[config.mk]
export PLATFORM = sky130hd
export DESIGN_NAME = blink_controller
export DESIGN_NICKNAME = d
export VERILOG_FILES = /design/src/rtl/blink_controller.sv
export SDC_FILE = /design/constraint.sdc
export NUM_CORES = 1
export LEC_CHECK = 0
export BUFFER_PORTS_ARGS = -buffer_cell sky130_fd_sc_hd__buf_2
export CAP_MARGIN = 20
export CORE_ASPECT_RATIO = 0.9
export CORE_MARGIN = 5
export CORE_UTILIZATION = 45
export CTS_CLUSTER_DIAMETER = 30
export DETAILED_ROUTE_END_ITERATION = 8
export PLACE_DENSITY = 0.69
export SLEW_MARGIN = 30
export SYNTH_ARGS = -nofsm -noshare
export SYNTH_HDL_FRONTEND = slang
export SYNTH_SLANG_ARGS = --single-unit
[constraint.sdc]
create_clock -name clk -period 6.4 [get_ports clk]
set_clock_uncertainty 0.1 [all_clocks]
set_input_delay 0.64 -clock clk [delete_from_list [all_inputs] [get_ports clk]]
set_output_delay 0.64 -clock clk [all_outputs]
set_load 0.01 [all_outputs]
[src/rtl/blink_controller.sv]
// Multi-channel LED blinker: counted, chasing or continuous ON/OFF pulse trains plus a free-running tick.
// Latency: start edge to first ON output is one clock; done pulses on the clock that ends the last OFF phase.
// Backpressure: none; start edges that arrive while busy are dropped, not queued.
module blink_controller #(
    parameter int CLK_FREQ = 50000000,
    parameter int TICK_HZ  = 1,
    parameter int CHANNELS = 4,
    parameter int COUNT_W  = 4
) (
    input  logic                clk,
    input  logic                reset,
    input  logic                start,
    input  logic                stop,
    input  logic [1:0]          mode,
    input  logic [COUNT_W-1:0]  blink_count,
    input  logic [CHANNELS-1:0] ch_enable,
    output logic [CHANNELS-1:0] out,
    output logic                tick_clk,
    output logic                busy,
    output logic                done
);

    localparam int HALF   = CLK_FREQ / (2 * TICK_HZ);
    localparam int HALF_W = (HALF > 1) ? $clog2(HALF) : 1;
    localparam int POS_W  = (CHANNELS > 1) ? $clog2(CHANNELS) : 1;
    localparam logic [HALF_W-1:0] HALF_M1 = HALF_W'((HALF > 0) ? HALF - 1 : 0);

    localparam logic [1:0] M_COUNT = 2'b00;
    localparam logic [1:0] M_CHASE = 2'b01;
    localparam logic [1:0] M_CONT  = 2'b10;

    generate
        if (HALF < 1) begin : g_bad_half
            $error("blink_controller: CLK_FREQ/(2*TICK_HZ) must be at least 1");
        end
        if (CHANNELS < 1) begin : g_bad_channels
            $error("blink_controller: CHANNELS must be at least 1");
        end
    endgenerate

    typedef enum logic [1:0] {
        S_IDLE = 2'b00,
        S_ON   = 2'b01,
        S_OFF  = 2'b10
    } state_t;

    state_t                state_q, state_d;
    logic [HALF_W-1:0]     div_q, div_d;
    logic                  tick_q, tick_d;
    logic                  start_q, start_d;
    logic [HALF_W-1:0]     phase_q, phase_d;
    logic [COUNT_W-1:0]    remaining_q, remaining_d;
    logic [POS_W-1:0]      pos_q, pos_d;
    logic [1:0]            mode_q, mode_d;
    logic [CHANNELS-1:0]   mask_q, mask_d;
    logic [CHANNELS-1:0]   out_q, out_d;
    logic                  done_q, done_d;

    logic                  accept;
    logic                  phase_end;
    logic [1:0]            eff_mode;

    function automatic logic [POS_W-1:0] lowest_set(input logic [CHANNELS-1:0] m);
        logic [POS_W-1:0] r;
        r = '0;
        for (int j = CHANNELS - 1; j >= 0; j--) begin
            if (m[j]) r = POS_W'(j);
        end
        return r;
    endfunction

    // Next set bit strictly above pos, wrapping to the lowest set bit.
    function automatic logic [POS_W-1:0] next_set(input logic [CHANNELS-1:0] m,
                                                   input logic [POS_W-1:0]    pos);
        logic [POS_W-1:0] above;
        logic             found;
        above = '0;
        found = 1'b0;
        for (int j = CHANNELS - 1; j >= 0; j--) begin
            if (m[j] && (j > int'(pos))) begin
                above = POS_W'(j);
                found = 1'b1;
            end
        end
        if (found)          return above;
        else if (|m)        return lowest_set(m);
        else                return pos;
    endfunction

    assign eff_mode  = (mode == 2'b11) ? M_COUNT : mode;
    assign accept    = start & ~start_q & (state_q == S_IDLE) & ~stop;
    assign phase_end = (phase_q == HALF_M1);

    always_comb begin
        div_d       = div_q;
        tick_d      = tick_q;
        start_d     = start;
        state_d     = state_q;
        phase_d     = phase_q;
        remaining_d = remaining_q;
        pos_d       = pos_q;
        mode_d      = mode_q;
        mask_d      = mask_q;
        done_d      = 1'b0;
        out_d       = '0;

        if (div_q == HALF_M1) begin
            div_d  = '0;
            tick_d = ~tick_q;
        end else begin
            div_d = div_q + 1'b1;
        end

        case (state_q)
            S_IDLE: begin
                phase_d = '0;
                if (accept) begin
                    mode_d      = eff_mode;
                    mask_d      = ch_enable;
                    remaining_d = blink_count;
                    pos_d       = lowest_set(ch_enable);
                    if ((eff_mode != M_CONT) && (blink_count == '0)) begin
                        done_d = 1'b1;
                    end else begin
                        state_d = S_ON;
                    end
                end
            end
            S_ON: begin
                if (stop) begin
                    state_d = S_IDLE;
                    phase_d = '0;
                end else if (phase_end) begin
                    state_d = S_OFF;
                    phase_d = '0;
                end else begin
                    phase_d = phase_q + 1'b1;
                end
            end
            S_OFF: begin
                if (stop) begin
                    state_d = S_IDLE;
                    phase_d = '0;
                end else if (phase_end) begin
                    phase_d = '0;
                    if (mode_q == M_CONT) begin
                        state_d = S_ON;
                    end else begin
                        remaining_d = remaining_q - 1'b1;
                        if (remaining_q == COUNT_W'(1)) begin
                            state_d = S_IDLE;
                            done_d  = 1'b1;
                        end else begin
                            state_d = S_ON;
                            if (mode_q == M_CHASE) pos_d = next_set(mask_q, pos_q);
                        end
                    end
                end else begin
                    phase_d = phase_q + 1'b1;
                end
            end
            default: begin
                state_d = S_IDLE;
                phase_d = '0;
            end
        endcase

        // Output is registered from the next-state view so ON shows on the accept edge.
        if (state_d == S_ON) begin
            if (mode_d == M_CHASE) out_d = mask_d & (CHANNELS'(1) << pos_d);
            else                   out_d = mask_d;
        end
    end

    always_ff @(posedge clk or posedge reset) begin
        if (reset) begin
            state_q     <= S_IDLE;
            div_q       <= '0;
            tick_q      <= 1'b0;
            start_q     <= 1'b0;
            phase_q     <= '0;
            remaining_q <= '0;
            pos_q       <= '0;
            mode_q      <= M_COUNT;
            mask_q      <= '0;
            out_q       <= '0;
            done_q      <= 1'b0;
        end else begin
            state_q     <= state_d;
            div_q       <= div_d;
            tick_q      <= tick_d;
            start_q     <= start_d;
            phase_q     <= phase_d;
            remaining_q <= remaining_d;
            pos_q       <= pos_d;
            mode_q      <= mode_d;
            mask_q      <= mask_d;
            out_q       <= out_d;
            done_q      <= done_d;
        end
    end

    assign out      = out_q;
    assign tick_clk = tick_q;
    assign busy     = (state_q != S_IDLE);
    assign done     = done_q;

endmodule
======== Yosys cells after proc, flatten, opt, wreduce, memory -nomap -nowiden ========
Cells that the tools add are included.
word-level totals
  bits in registers ....................... 71
  bits of input ports ..................... 14
  output and inout bits ................... 7
  word-level logic and storage cells ...... 112
cells by class
  add/sub/neg operators ................... 3
  magnitude comparators ................... 3
  equal/unequal tests ..................... 15
  shift-type cells ........................ 1
  muxes and demuxes ....................... 61
  bitwise gates (word level) .............. 7
  reduce and logical (&&, ||, !) cells .... 11
operators by type and width
  cell                                                                   number
  25-bit two-way mux                                                     4
  2-bit two-way mux                                                      28
  25-bit by 1-bit adder with 25-bit output, second input constant        2
  25-bit equality test, second input constant                            2
  4-bit two-way mux                                                      8
  1-bit two-way mux                                                      17
  2-bit != test, second input constant                                   5
  2-bit by 1-bit equality test with 1-bit output, second input constant  4
  4-bit one-hot mux with 2 select lines                                  1
  2-bit equality test, second input constant                             3
  2-bit one-hot mux with 3 select lines                                  1
  5-bit AND reduction                                                    1
  4-bit bitwise AND                                                      1
  4-bit by 1-bit equality test with 1-bit output, second input constant  1
  2-bit > comparator, first input constant                               2
  1-bit logical AND                                                      4
  4-bit zero test                                                        1
  2-bit one-hot mux with 2 select lines                                  1
  2-bit nonzero test                                                     2
  4-bit OR reduction                                                     1
  1-bit by 2-bit << shifter with 4-bit output, first input constant      1
  4-bit by 1-bit subtractor with 4-bit output, second input constant     1
  1-bit bitwise AND                                                      3
  1-bit NOT                                                              3
  4 further kinds                                                        4

======== Longest topological paths before layout ========
Gate-level depths: netlist of the first run.
  depth in word-level cells ............... 22
  depth in mapped cells ................... 9

======== Least setup slack after synthesis of the first run ========
OpenSTA, ideal clock, no wires.
  kind .................................... input port to flip-flop
  start point ............................. input stop
  end point ............................... register out_q[2], in the netlist out[2]
  library setup time ...................... 94 ps
  arrival ................................. 2135 ps
  required time ........................... 6206 ps
  slack ................................... 4071 ps
  cell stages on the path ................. 6
  buffers on the path ..................... 1
  cells stage by stage .................... clkbuf_1 -> or4b_1 -> o311ai_2 -> o211ai_2 -> nand2b_1 -> a221oi_2
on the way
  cells in the longest elaborated chain, start to end .. 8
ends and longest elaborated chain
  item                                           line  source
  start, declared                                13    input logic stop,
  1-bit NOT                                      91    assign accept = start & ~start_q & (state_q == S_IDLE) & ~stop;
  1-bit bitwise AND                              91
  2-bit two-way mux                              117   if (accept) begin
  2-bit one-hot mux with 2 select lines *        114   case (state_q)
  named net pos_d[0]                             53    logic [POS_W-1:0] pos_q, pos_d;
  1-bit by 2-bit << shifter with 4-bit output *  170   if (mode_d == M_CHASE) out_d = mask_d & (CHANNELS'(1) << pos_d);
  4-bit bitwise AND *                            170
  4-bit two-way mux *                            170
  4-bit two-way mux *                            169   if (state_d == S_ON) begin
  named net out_d[2]                             56    logic [CHANNELS-1:0] out_q, out_d;
  end signal, assigned                           198   out_q <= out_d;
  end, declared                                  56
The timed path passes the listed nets; every way through them passes the cells marked *.
A chain may end at the register's enable or synchronous reset.

======== Worst setup path in the final report of the first run ========
  start point ............................. register state_q[1]
  end point ............................... register out_q[1], in the netlist out[1]
on the way
  cells in the longest elaborated chain, start to end .. 9
ends and longest elaborated chain
  item                                           line     source
  start, declared                                47       state_t state_q, state_d;
  start signal, assigned                         189      state_q <= state_d;
  2-bit zero test                                91, 114
  1-bit bitwise AND (2 in a row)                 91
  2-bit two-way mux                              117
  2-bit one-hot mux with 2 select lines *        114
  named net pos_d[1]                             53
  1-bit by 2-bit << shifter with 4-bit output *  170
  4-bit bitwise AND *                            170
  4-bit two-way mux *                            170
  4-bit two-way mux *                            169
  named net out_d[1]                             56
Marks and branches as above.

==> results of run 1 <==
-- placed cells by master (no fill, tap or decap), drive strengths merged, types with 3 or more instances in the layout --
cell / netlist / final
nand4: 13 / 13
dfrtp: 71 / 71
nor4: 4 / 4
ha: 8 / 8
o211ai: 3 / 3
nor3: 3 / 3
nor2: 49 / 49
inv: 11 / 11
clkbuf: 9 / 10
nand2: 51 / 51
buf: 1 / 21
and3: 6 / 6
a21oi: 6 / 6
and4bb: 3 / 3
a32oi: 3 / 3
nand3: 19 / 19
xor2: 29 / 29
clkinv: 0 / 3
xnor2: 17 / 17
nor3b: 3 / 3
nor4b: 4 / 4
bufinv: 0 / 3
a221oi: 3 / 3
nor2b: 6 / 6
mux2i: 3 / 3
and4: 12 / 12
nand2b: 8 / 8
o21ai: 8 / 8
-- power by group through the flow --
stage          logic [uW]  registers [uW]  clock network (uW)
2_1_floorplan        66.2             489                   0
3_3_place_gp         85.5             495                   0
6_report             88.2             488                 426
4_1_cts              89.4             487                 433
5_1_grt               101             490                 459
3_5_place_dp         88.8             496                   0
-- worst max path at each step --
stage	from	endpoint	depth (start not counted)
floorplan	reset	div_q[0]$_DFF_PP0_	1
global placement	stop	out[1]$_DFF_PP0_	7
detailed placement	state_q[1]$_DFF_PP0_	out[1]$_DFF_PP0_	8
CTS	state_q[1]$_DFF_PP0_	out[1]$_DFF_PP0_	8
global route	state_q[0]$_DFF_PP0_	out[3]$_DFF_PP0_	8
finish	state_q[1]$_DFF_PP0_	out[1]$_DFF_PP0_	8
-- state kept, by name, summed over array words and instances (netlist names) --
signal       flops
div_q           25
state_q          2
phase_q         25
out              4
mask_q           4
pos_q            2
start_q          1
done             1
remaining_q      4
tick_clk         1
mode_q           2
-- per-layer routing --
metal  routed length [um]  GRT usage [%]  vias to the layer above
li1                     -              -                     1350
met1                 3640           21.1                     1320
met2                 3340           24.2                       32
met3                  238           3.49                        7
met4                   85           5.50                        0
met5                    0              0                        -
-- through the flow --
step,hold WS (ps),instance area [um2],util [%]
3_5_place_dp,353,3890,48.5
3_3_place_gp,338,3890,48.5
6_report,334,4140,51.5
5_1_grt,317,4140,51.5
4_1_cts,322,4130,51.5
2_1_floorplan,324,3700,-
-- final cells by class --
| class | instances | area, um2 | area share, % |
|---|---|---|---|
| clock inverters | 6 | 109 | 2.63 |
| well taps | 99 | 124 | 3.00 |
| repair buffers | 21 | 111 | 2.69 |
| inverters | 11 | 41.3 | 0.998 |
| multi-input cells | 283 | 1850 | 44.6 |
| flip-flops and latches | 71 | 1780 | 43.0 |
| clock buffers | 10 | 128 | 3.09 |
-- cells by family (layout without fill, tap and decap cells) --
group,Yosys count,in the layout,share of synthesized area [%]
buffers and inverters,21,48,2.16
multiplexers,4,4,1.22
adder cells (fa/ha/maj),8,8,2.71
XOR/XNOR,46,46,10.9
AO/OA/AOI/OAI,35,35,7.64
AND/OR/NAND/NOR,190,190,27.4
flip-flops,71,71,48.0
-- critical path, delay by kind of cell (launching register included) --
family,cells,cell delay [ps]
AO/OA/AOI/OAI,3,550
adder cells (fa/ha/maj),1,330
buffers and inverters,1,120
flip-flops,1,420
AND/OR/NAND/NOR,3,1040
==> summary.txt, run 1 <==
Outcome
  • Status: finished, final reports clean

Route
  • Residual DRC: 0
  • Routed Wire Length: ~7300 um
  • WL per Instance: 14.6 um
  • Initial DRC count: between 100 and 150
  • Detailed Routing Iterations Pass 1: 4
  • Via count: about 2700
  • Vias per cell: around 5.4
  • ANT nets after route: 0

Floorplanning
  • Placeable Area: 8030 um2
  • Die X-Extent: 106 um
  • Num rows: 31
  • Initial Util: 46.1%
  • Die Height: roughly 96 um
  • Die ar.: 10100 um2
  • Ports: 21

Clocking
  • CTS Buf Count: 9
  • Hold Buf Count CTS: 0
  • CTS tree: done
  • Setup bufs post-CTS: 0
  • Root Driver: clkbuf_8
  • Cts repair resizes: 0
  • CTS clock-pin slew for the worst setup and hold paths: 80 ps
  • Clock Latency Late Sink: 340 ps
  • # H-tree levels: 3
  • CTS Buffer Depth: 2
  • Clock Sinks: 71

Pwr
  • Lkg Pwr: 0.00185 uW
  • Seq pwr share: 48.7%
  • Clock share of power: between 40% and 50%
  • Switching power: 244 uW
  • Sw frac: 24.3%
  • P per Cell Area: between 200 and 250 nW/um2
  • Comb pwr share: 8.8%
  • P_int: 758 uW
  • VDD IR-drop max: 0.108 mV
  • Tot Pwr: ~1000 uW

Timing
  • Hold violation count in the final report: 0
  • Final worst-path cycle share: 41.5%
  • Worst-Margin Slew: between 900 and 1000 ps
  • Final min period: 2660 ps
  • Slew headroom: approximately 40%
  • Fin. max-slew vios: 0
  • Max Freq: 0.376 GHz
  • Final setup vio count: 0
  • RSZ-0062 raised after global routing: false
  • Setup TNS: 0 ps
  • Worst setup margin: between 3000 and 4000 ps

GRT
  • Largest net degree at the start of global routing: between 70 and 80
  • Gr usage total: 15.4%
  • First-pass GRT wire length: 12600 um
  • Number of global-route vias before repair: 2655
  • Overflow after GRT: 0
  • Initial antenna violation count: 0

Min path
  • Hold Path End: start_q$_DFF_PP0_
  • HP Class: primary input to flip-flop
  • Hold path depth: 1
  • Hold Startpoint: start

Critical path
  • R2R depth: 8
  • CP Cell Sequence: inv_1, ha_1, nand4bb_1, and2_1, o22ai_1, o21ai_1, nand2b_1, a221oi_2
  • Req. time, crit path: 6550 ps
  • Setup slack, reg-to-reg: 3740 ps
  • Startpoint types: flip-flop
  • Slowest stage cell on the critical path: nand4bb_1
  • Critical Path End Type: flip-flop
  • Worst R2R End: out[1]$_DFF_PP0_
  • Max FO, Critical Path: 14
  • Crit path kind: flip-flop to flip-flop
  • CP peak stage delay: 490 ps
  • R2R Path Start: state_q[1]$_DFF_PP0_
  • CP Data Arrival Time: roughly 2800 ps

Place
  • Final Wtd Congestion: 0.860
  • Post-DP HPWL: 5070 um
  • Cell count after placement: 485
  • Buffers added on ports: 20
  • Pre-CTS WS: 3790 ps

Yosys
  • Top_reg_cell synth: dfrtp_1
  • Post-Synthesis Cells: roughly 380
  • Synthesized area per cell: about 10 um2
  • Post-Syn Nets: 397
  • Post-synth top area share: a little under 50%
  • Area leader, netlist: dfrtp_1
  • Synthesis-stage register bit count: 71
  • Async set-reset flop share out of synthesis: 100%
  • Seq/Total Area, Yosys: ~48%
  • Top cells by count, synth: dfrtp_1 (71), nand2_1 (51), nor2_1 (49)
  • Post-Syn Area: 3700 um2
  • Area contributors post-synth: dfrtp_1 (48%), xor2_1 (6.9%), nand2_1 (5.2%)
  • Yosys warning total: 0
  • Distinct cell type count after synthesis: a little under 50
  • Top-count cell post-synth: dfrtp_1
  • Post-synth EDFFs: 0

Final layout
  • Ant. Diodes: 0
  • Share of cells above drive strength 1: 12.9%
  • # nets final: 419
  • Fill cell count: around 710
  • Final Non-Filler Cells: between 500 and 600
  • Area Growth Syn to Fin: 11.8%

Run
  • Max_cap viols: 0
(Power assumes the default switching activity.)
==> run 2: changes to the inputs <==
Settings changed: ABC_AREA from default to 1.
Clock period 6.4 ns to 2.6 ns, I/O delays scaled along.
==> run 2 against run 1 <==
Power rose to 2.7 times the previous value; setup slack got worse by 3300 ps; routed wire length is 17% higher; highest routed layer unchanged; global-route usage increased by 1.7 points; critical endpoint unchanged; sequential share of layout area fell by 3.4 points; clock-buffer cell count stayed put; sequential power rose to 2.6 times the previous value; largest power group unchanged; critical path type unchanged; die area grew 7.0%.
==> summary.txt, run 2 <==
Outcome
  • Status: finished, final reports clean (unchanged)

Route
  • ANT nets after route: 0 (unchanged)
  • Residual DRC: 0 (unchanged)
  • Routed Wire Length: 8570 um (was 7310 um)
  • Vias per cell: 5.02 (was 5.41)
  • Detailed Routing Iterations Pass 1: 6 (was 4)
  • Via count: 3442 (was 2709)
  • Initial DRC count: 248 (was 137)
  • WL per Instance: 12.5 um (was 14.6 um)

Timing
  • Fin. max-slew vios: 0 (unchanged)
  • Final worst-path cycle share: 83.5% (was 41.5%)
  • Final setup vio count: 0 (unchanged)
  • Slew headroom: 52.7% (was 39.1%)
  • Hold WS: 125 ps (was 334 ps)
  • Final min period: 2170 ps (was 2660 ps)
  • Max Freq: 0.461 GHz (was 0.376 GHz)
  • RSZ-0062 raised after global routing: false (unchanged)
  • Hold violation count in the final report: 0 (unchanged)
  • Worst-Margin Slew: 709 ps (was 911 ps)
  • Setup TNS: 0 ps (unchanged)

Pwr
  • Sw frac: 31.9% (was 24.3%)
  • Seq pwr share: 46.5% (was 48.7%)
  • Comb pwr share: 20.3% (was 8.8%)
  • Clock share of power: 33.2% (was 42.5%)
  • P_int: 1870 uW (was 758 uW)
  • Lkg Pwr: 0.00212 uW (was 0.00185 uW)
  • VDD IR-drop max: 0.352 mV (was 0.108 mV)
  • Tot Pwr: 2740 uW (was 1000 uW)
  • P per Cell Area: 610 nW/um2 (was 242 nW/um2)
  • Switching power: 874 uW (was 244 uW)

Final layout
  • Commonest non-fill, non-tap cell in the layout: nand2_1 (was dfrtp_1)
  • Largest regs: div_q x25, phase_q x25 (unchanged)
  • Ant. Diodes: 0 (unchanged)
  • Most frequent cells in the layout: nand2_1 (107), nor2_1 (81), inv_1 (73) (was dfrtp_1 (71), nand2_1 (51), nor2_1 (48))
  • Share of cells above drive strength 1: 12.5% (was 12.9%)
  • Fill cell count: 828 (was 714)
  • Fin util: 52.2% (was 51.5%)
  • # nets final: 583 (was 419)
  • Area Growth Syn to Fin: 12.7% (was 11.8%)

Clocking
  • CTS tree: done (unchanged)
  • CTS clock-pin slew for the worst setup and hold paths: 80 ps (about the same)
  • Clock Sinks: 71 (unchanged)
  • CTS Buffer Depth: 2 (unchanged)
  • Root Driver: clkbuf_8 (unchanged)
  • # H-tree levels: 3 (unchanged)
  • CTS Buf Count: 9 (unchanged)
  • Clock Latency Late Sink: 340 ps (about the same)
  • Cts repair resizes: 0 (unchanged)

Yosys
  • Post-Syn Nets: 547 (was 397)
  • Post-Synthesis Cells: 525 (was 375)
  • Post-synth top area share: 44.6% (was 48.0%)
  • Synthesized area per cell: 7.60 um2 (was 9.87 um2)
  • Synthesis-stage register bit count: 71 (unchanged)
  • Top-count cell post-synth: nand2_1 (was dfrtp_1)
  • Distinct cell type count after synthesis: 38 (was 49)
  • Async set-reset flop share out of synthesis: 100% (unchanged)
  • Post-Syn Area: 3990 um2 (was 3700 um2)
  • Post-synth EDFFs: 0 (unchanged)
  • Top_reg_cell synth: dfrtp_1 (unchanged)
  • Top cells by count, synth: nand2_1 (107), nor2_1 (81), inv_1 (74) (was dfrtp_1 (71), nand2_1 (51), nor2_1 (49))
  • Seq/Total Area, Yosys: 44.6% (was 48.0%)
  • Area leader, netlist: dfrtp_1 (unchanged)
  • Area contributors post-synth: dfrtp_1 (45%), nand2_1 (10%), nor2_1 (7.6%) (was dfrtp_1 (48%), xor2_1 (6.9%), nand2_1 (5.2%))
  • Yosys warning total: 0 (unchanged)

Floorplanning
  • Placeable Area: 8610 um2 (was 8030 um2)
  • Num rows: 32 (was 31)
  • Ports: 21 (unchanged)
  • Die ar.: 10800 um2 (was 10100 um2)
  • Die Height: 99.3 um (was 96.0 um)
  • Die X-Extent: 109 um (was 106 um)
  • Initial Util: 46.3% (was 46.1%)

Critical path
  • Req. time, crit path: 2740 ps (was 6550 ps)
  • Crit path kind: flip-flop to flip-flop (unchanged)
  • Max FO, Critical Path: 10 (was 14)
  • Critical Path End Type: flip-flop (unchanged)
  • CP Data Arrival Time: 2310 ps (was 2810 ps)
  • Startpoint types: flip-flop (unchanged)

GRT
  • Largest net degree at the start of global routing: 42 (was 72)
  • First-pass GRT wire length: 15100 um (was 12600 um)
  • Overflow after GRT: 0 (unchanged)
  • Initial antenna violation count: 0 (unchanged)
  • Gr usage total: 17.1% (was 15.4%)
  • Number of global-route vias before repair: 3270 (was 2655)

Place
  • Buffers added on ports: 20 (unchanged)
  • Final Wtd Congestion: 0.865 (was 0.860)
  • Post-DP HPWL: 6510 um (was 5070 um)

Min path
  • HP Class: primary input to flip-flop (unchanged)

Run
  • Max_cap viols: 0 (unchanged)
[run 2: cell types whose count changed after synthesis, moves of 15 or more]
cell / change
nand3_1: +18
inv_1: +63
xor2_1: -17
xnor2_1: -16
nand2_1: +56
nor2_1: +32
nor3_1: +15
a21oi_1: +16
[run 2: routing by layer]
layer,track usage [%],wire length [um],vias to the layer above
met3,3.50,425,10
met4,4.99,95,0
met2,25.1,3740,76
met1,25.4,4300,1591
li1,-,-,1765
met5,0,0,-
[run 2: power by group through the flow]
stage          clock [uW]  combinational (uW)  sequential [uW]
2_1_floorplan           0                 391             1290
3_3_place_gp            0                 533             1290
3_5_place_dp            0                 551             1290
4_1_cts               939                 556             1270
5_1_grt               996                 636             1290
6_report              908                 557             1270
[run 2: metrics by stage]
step / instances / setup WS [ps] / cell area (um2)
finish: 685 / 430 / 4490
global route: 685 / 223 / 4490
CTS: 684 / 424 / 4480
detailed placement: 667 / 442 / 4270
global placement: 667 / 551 / 4270
floorplan: 525 / 443 / 3990
[run 2: layout make-up]
class | count | area [um2] | share of cell area [%]
multi-input combinational | 369 | 1890 | 42.0
sequential | 71 | 1780 | 39.5
inverter | 82 | 312 | 6.93
timing repair buffer | 28 | 165 | 3.68
tap | 119 | 149 | 3.31
clock buffer | 10 | 138 | 3.06
clock inverter | 6 | 67.6 | 1.50
[run 2: kinds of logic after synthesis]
family / after synthesis / synth area share (%)
AOI/OAI and AO/OA: 62 / 9.07
adders and majority gates: 8 / 2.51
and+or+nand+nor: 286 / 32.9
xor gates and xnor gates: 13 / 2.86
DFF: 71 / 44.6
buffers and inverters: 85 / 8.16
[run 2: worst max-delay path, cell delays in order, from the launching register on]
cell and delay [ps]:
dfrtp_1 410, inv_1 140, ha_1 310, nand2_2 100, nor3_4 290, inv_4 110, o21ai_2 100, nor2_1 70
a21oi_2 120, nand2_2 90, clkinv_1 60, nor2_1 30, nor2_1 80, nor2_1 50
[run 2: worst paths after layout]
path / from / to / slack [ps] / cells after the start
max in group asynchronous: reset / phase_q[0]$_DFF_PP0_ / 1300 / 4
hold reg to reg: div_q[0]$_DFF_PP0_ / div_q[0]$_DFF_PP0_ / 350 / 1
setup reg to reg: state_q[0]$_DFF_PP0_ / out[1]$_DFF_PP0_ / 430 / 13
hold / removal: blink_count[1] / remaining_q[1]$_DFFE_PP0P_ / 130 / 3
setup / recovery: state_q[0]$_DFF_PP0_ / out[1]$_DFF_PP0_ / 430 / 13
min in group asynchronous: reset / mask_q[3]$_DFF_PP0_ / 460 / 3
[run 2: what timing repair did]
item | in CTS | in global routing
hold buffers | 1 | 1
hold endpoints to repair | 1 | 38
setup buffers | 0 | 0
==> run 3: changes to the inputs <==
Clock period 2.6 ns to 2.15 ns, I/O delays scaled along.
==> run 3 against run 2 <==
Sequential power increased by 21%; setup slack worse by 320 ps; first-iteration DRC count is 10% lower; global-route usage grew 0.25 points; critical endpoint is now out[2]$_DFF_PP0_; hold slack worse by 60 ps; critical path type unchanged; power up 21%; routed wire length down 0.11%.
==> summary.txt, run 3 (synthesized netlist as in run 2, its figures left out) <==
Outcome
  • Status: finished, final reports clean (unchanged)

Min path
  • Hold path depth: 3 (unchanged)
  • HP Class: primary input to flip-flop (unchanged)

Final layout
  • Fill cell count: 818 (was 828)
  • # nets final: 589 (was 583)
  • Ant. Diodes: 0 (unchanged)
  • Area Growth Syn to Fin: 15.0% (was 12.7%)
  • Commonest non-fill, non-tap cell in the layout: nand2_1 (unchanged)
  • Most frequent cells in the layout: nand2_1 (105), nor2_1 (79), inv_1 (72) (was nand2_1 (107), nor2_1 (81), inv_1 (73))
  • Fin util: 53.3% (was 52.2%)
  • Share of cells above drive strength 1: 14.9% (was 12.5%)
  • Fin area: 4580 um2 (was 4490 um2)
  • Largest regs: div_q x25, phase_q x25 (unchanged)

Route
  • Vias per cell: 4.97 (was 5.02)
  • Met2 wire len: 3830 um (was 3740 um)
  • Via count: 3432 (was 3442)
  • Residual DRC: 0 (unchanged)
  • WL per Instance: 12.4 um (was 12.5 um)
  • ANT nets after route: 0 (unchanged)
  • Met3 Wirelength: 360 um (was 425 um)
  • M1 WL: 4290 um (was 4300 um)
  • DR top layer: met4 (unchanged)
  • Initial DRC count: 223 (was 248)
  • Routed Wire Length: 8560 um (was 8570 um)
  • Detailed Routing Iterations Pass 1: 4 (was 6)

Timing
  • Setup TNS: 0 ps (unchanged)
  • RSZ-0062 raised after global routing: true (was false)
  • Final min period: 2050 ps (was 2170 ps)
  • Max Freq: 0.489 GHz (was 0.461 GHz)
  • Worst-Margin Slew: 524 ps (was 709 ps)
  • Slew headroom: 64.8% (was 52.7%)
  • Final worst-path cycle share: 95.1% (was 83.5%)
  • Fin. max-slew vios: 0 (unchanged)
  • Final setup vio count: 0 (unchanged)
  • Hold violation count in the final report: 0 (unchanged)

Floorplanning
  • Num rows: 32 (unchanged)
  • Initial Util: 46.3% (unchanged)
  • Die X-Extent: 109 um (unchanged)
  • Die ar.: 10800 um2 (unchanged)
  • Die Height: 99.3 um (unchanged)
  • Placeable Area: 8610 um2 (unchanged)
  • Ports: 21 (unchanged)

GRT
  • Largest net degree at the start of global routing: 38 (was 42)
  • Overflow after GRT: 0 (unchanged)
  • Initial antenna violation count: 0 (unchanged)
  • Gr usage total: 17.3% (was 17.1%)
  • Number of global-route vias before repair: 3314 (was 3270)
  • First-pass GRT wire length: 15200 um (was 15100 um)

Critical path
  • CP peak stage delay: 420 ps (was 410 ps)
  • Slowest stage cell on the critical path: dfrtp_1 (unchanged)
  • Critical Path End Type: flip-flop (unchanged)
  • Top Family by Delay on Critical Path: compound AO/OA/AOI/OAI gates (was simple AND/OR/NAND/NOR gates)
  • WP depth: 10 (was 13)
  • CP Cell Sequence: inv_1, ha_2, nand2_2, nor3_4, buf_12, nand3_1, o21ai_0, o211ai_2, a21oi_1, nor2_1 (was inv_1, ha_1, nand2_2, nor3_4, inv_4, o21ai_2, nor2_1, a21oi_2, nand2_2, clkinv_1, nor2_1, nor2_1, nor2_1)
  • Startpoint types: flip-flop (unchanged)
  • R2R depth: 10 (was 13)
  • Req. time, crit path: 2280 ps (was 2740 ps)
  • Max FO, Critical Path: 7 (was 10)
  • Crit path kind: flip-flop to flip-flop (unchanged)
  • CP Data Arrival Time: 2180 ps (was 2310 ps)
  • CP Buf/Inv Count: 2 (was 3)

Place
  • Post-DP HPWL: 6390 um (was 6510 um)
  • Final Wtd Congestion: 0.865 (about the same)
  • Buffers added on ports: 20 (unchanged)
  • Area after DPL: 4290 um2 (was 4270 um2)

Clocking
  • Root Driver: clkbuf_8 (unchanged)
  • CTS Buf Count: 9 (unchanged)
  • # H-tree levels: 3 (unchanged)
  • Clock Sinks: 71 (unchanged)
  • CTS tree: done (unchanged)
  • Clock Latency Late Sink: 350 ps (was 340 ps)
  • CTS Buffer Depth: 2 (unchanged)
  • CTS clock-pin slew for the worst setup and hold paths: 80 ps (about the same)

Pwr
  • P per Cell Area: 723 nW/um2 (was 610 nW/um2)
  • VDD IR-drop max: 0.416 mV (was 0.352 mV)
  • Lkg Pwr: 0.00214 uW (was 0.00212 uW)

Run
  • Max_cap viols: 0 (unchanged)
==> run 3: report_power, final <==
part / leakage (uW) / internal, uW / switching, uW / total [uW]
Sequential: 0.000950 / 1460 / 83.5 / 1540
Combinational: 0.00110 / 249 / 448 / 697
Clock: 0.0000916 / 566 / 514 / 1080
==> run 3: final cells by class <==
class                      instances  area, um2  area share (%)
clock buffer                      11        141            3.08
clock inverter                     5       57.6            1.26
inverter                          82        310            6.77
multi-input combinational        369       1930            42.0
sequential                        71       1780            38.8
tap                              119        149            3.25
timing repair buffer              33        215            4.69
timing repair inverter             1       7.51           0.164
==> run 3: worst paths after layout <==
check | startpoint | end | slack [ps]
setup / recovery | state_q[1]$_DFF_PP0_ | out[2]$_DFF_PP0_ | 100
hold / removal | blink_count[2] | remaining_q[2]$_DFFE_PP0P_ | 60
setup reg to reg | state_q[1]$_DFF_PP0_ | out[2]$_DFF_PP0_ | 100
hold reg to reg | div_q[0]$_DFF_PP0_ | div_q[0]$_DFF_PP0_ | 360
max in group asynchronous | reset | div_q[21]$_DFF_PP0_ | 1170
min in group asynchronous | reset | div_q[15]$_DFF_PP0_ | 420
==> run 3: worst reg2reg max path: cells and delay by family, from the launching register on <==
| kind | cells | cell delay, ps |
|---|---|---|
| AO/OA/AOI/OAI | 3 | 510 |
| adder cells (fa/ha/maj) | 1 | 200 |
| buffers and inverters | 2 | 270 |
| flip-flops | 1 | 420 |
| AND/OR/NAND/NOR | 4 | 430 |
==> run 3: what timing repair did <==
action	in CTS	in global routing
hold endpoints to repair	72	0
buffers inserted	0	2
hold buffers	2	0
gates resized for setup	0	12
endpoints found under the setup margin	0	11
==> run 3: per-layer routing <==
layer,global-route usage (%),vias to the layer above
met3,4.35,8
met4,3.84,0
met1,24.6,1575
met2,26.9,67
met5,0,-
li1,-,1782
==> run 3: stage by stage <==
step	instances	power [uW]	setup slack (ps)	hold WS, ps
floorplan	525	2030	38.4	146
global placement	670	2210	186	247
detailed placement	670	2230	112	251
CTS	688	3320	94.1	53.4
global route	691	3510	-50.1	76.6
finish	691	3320	105	64.9
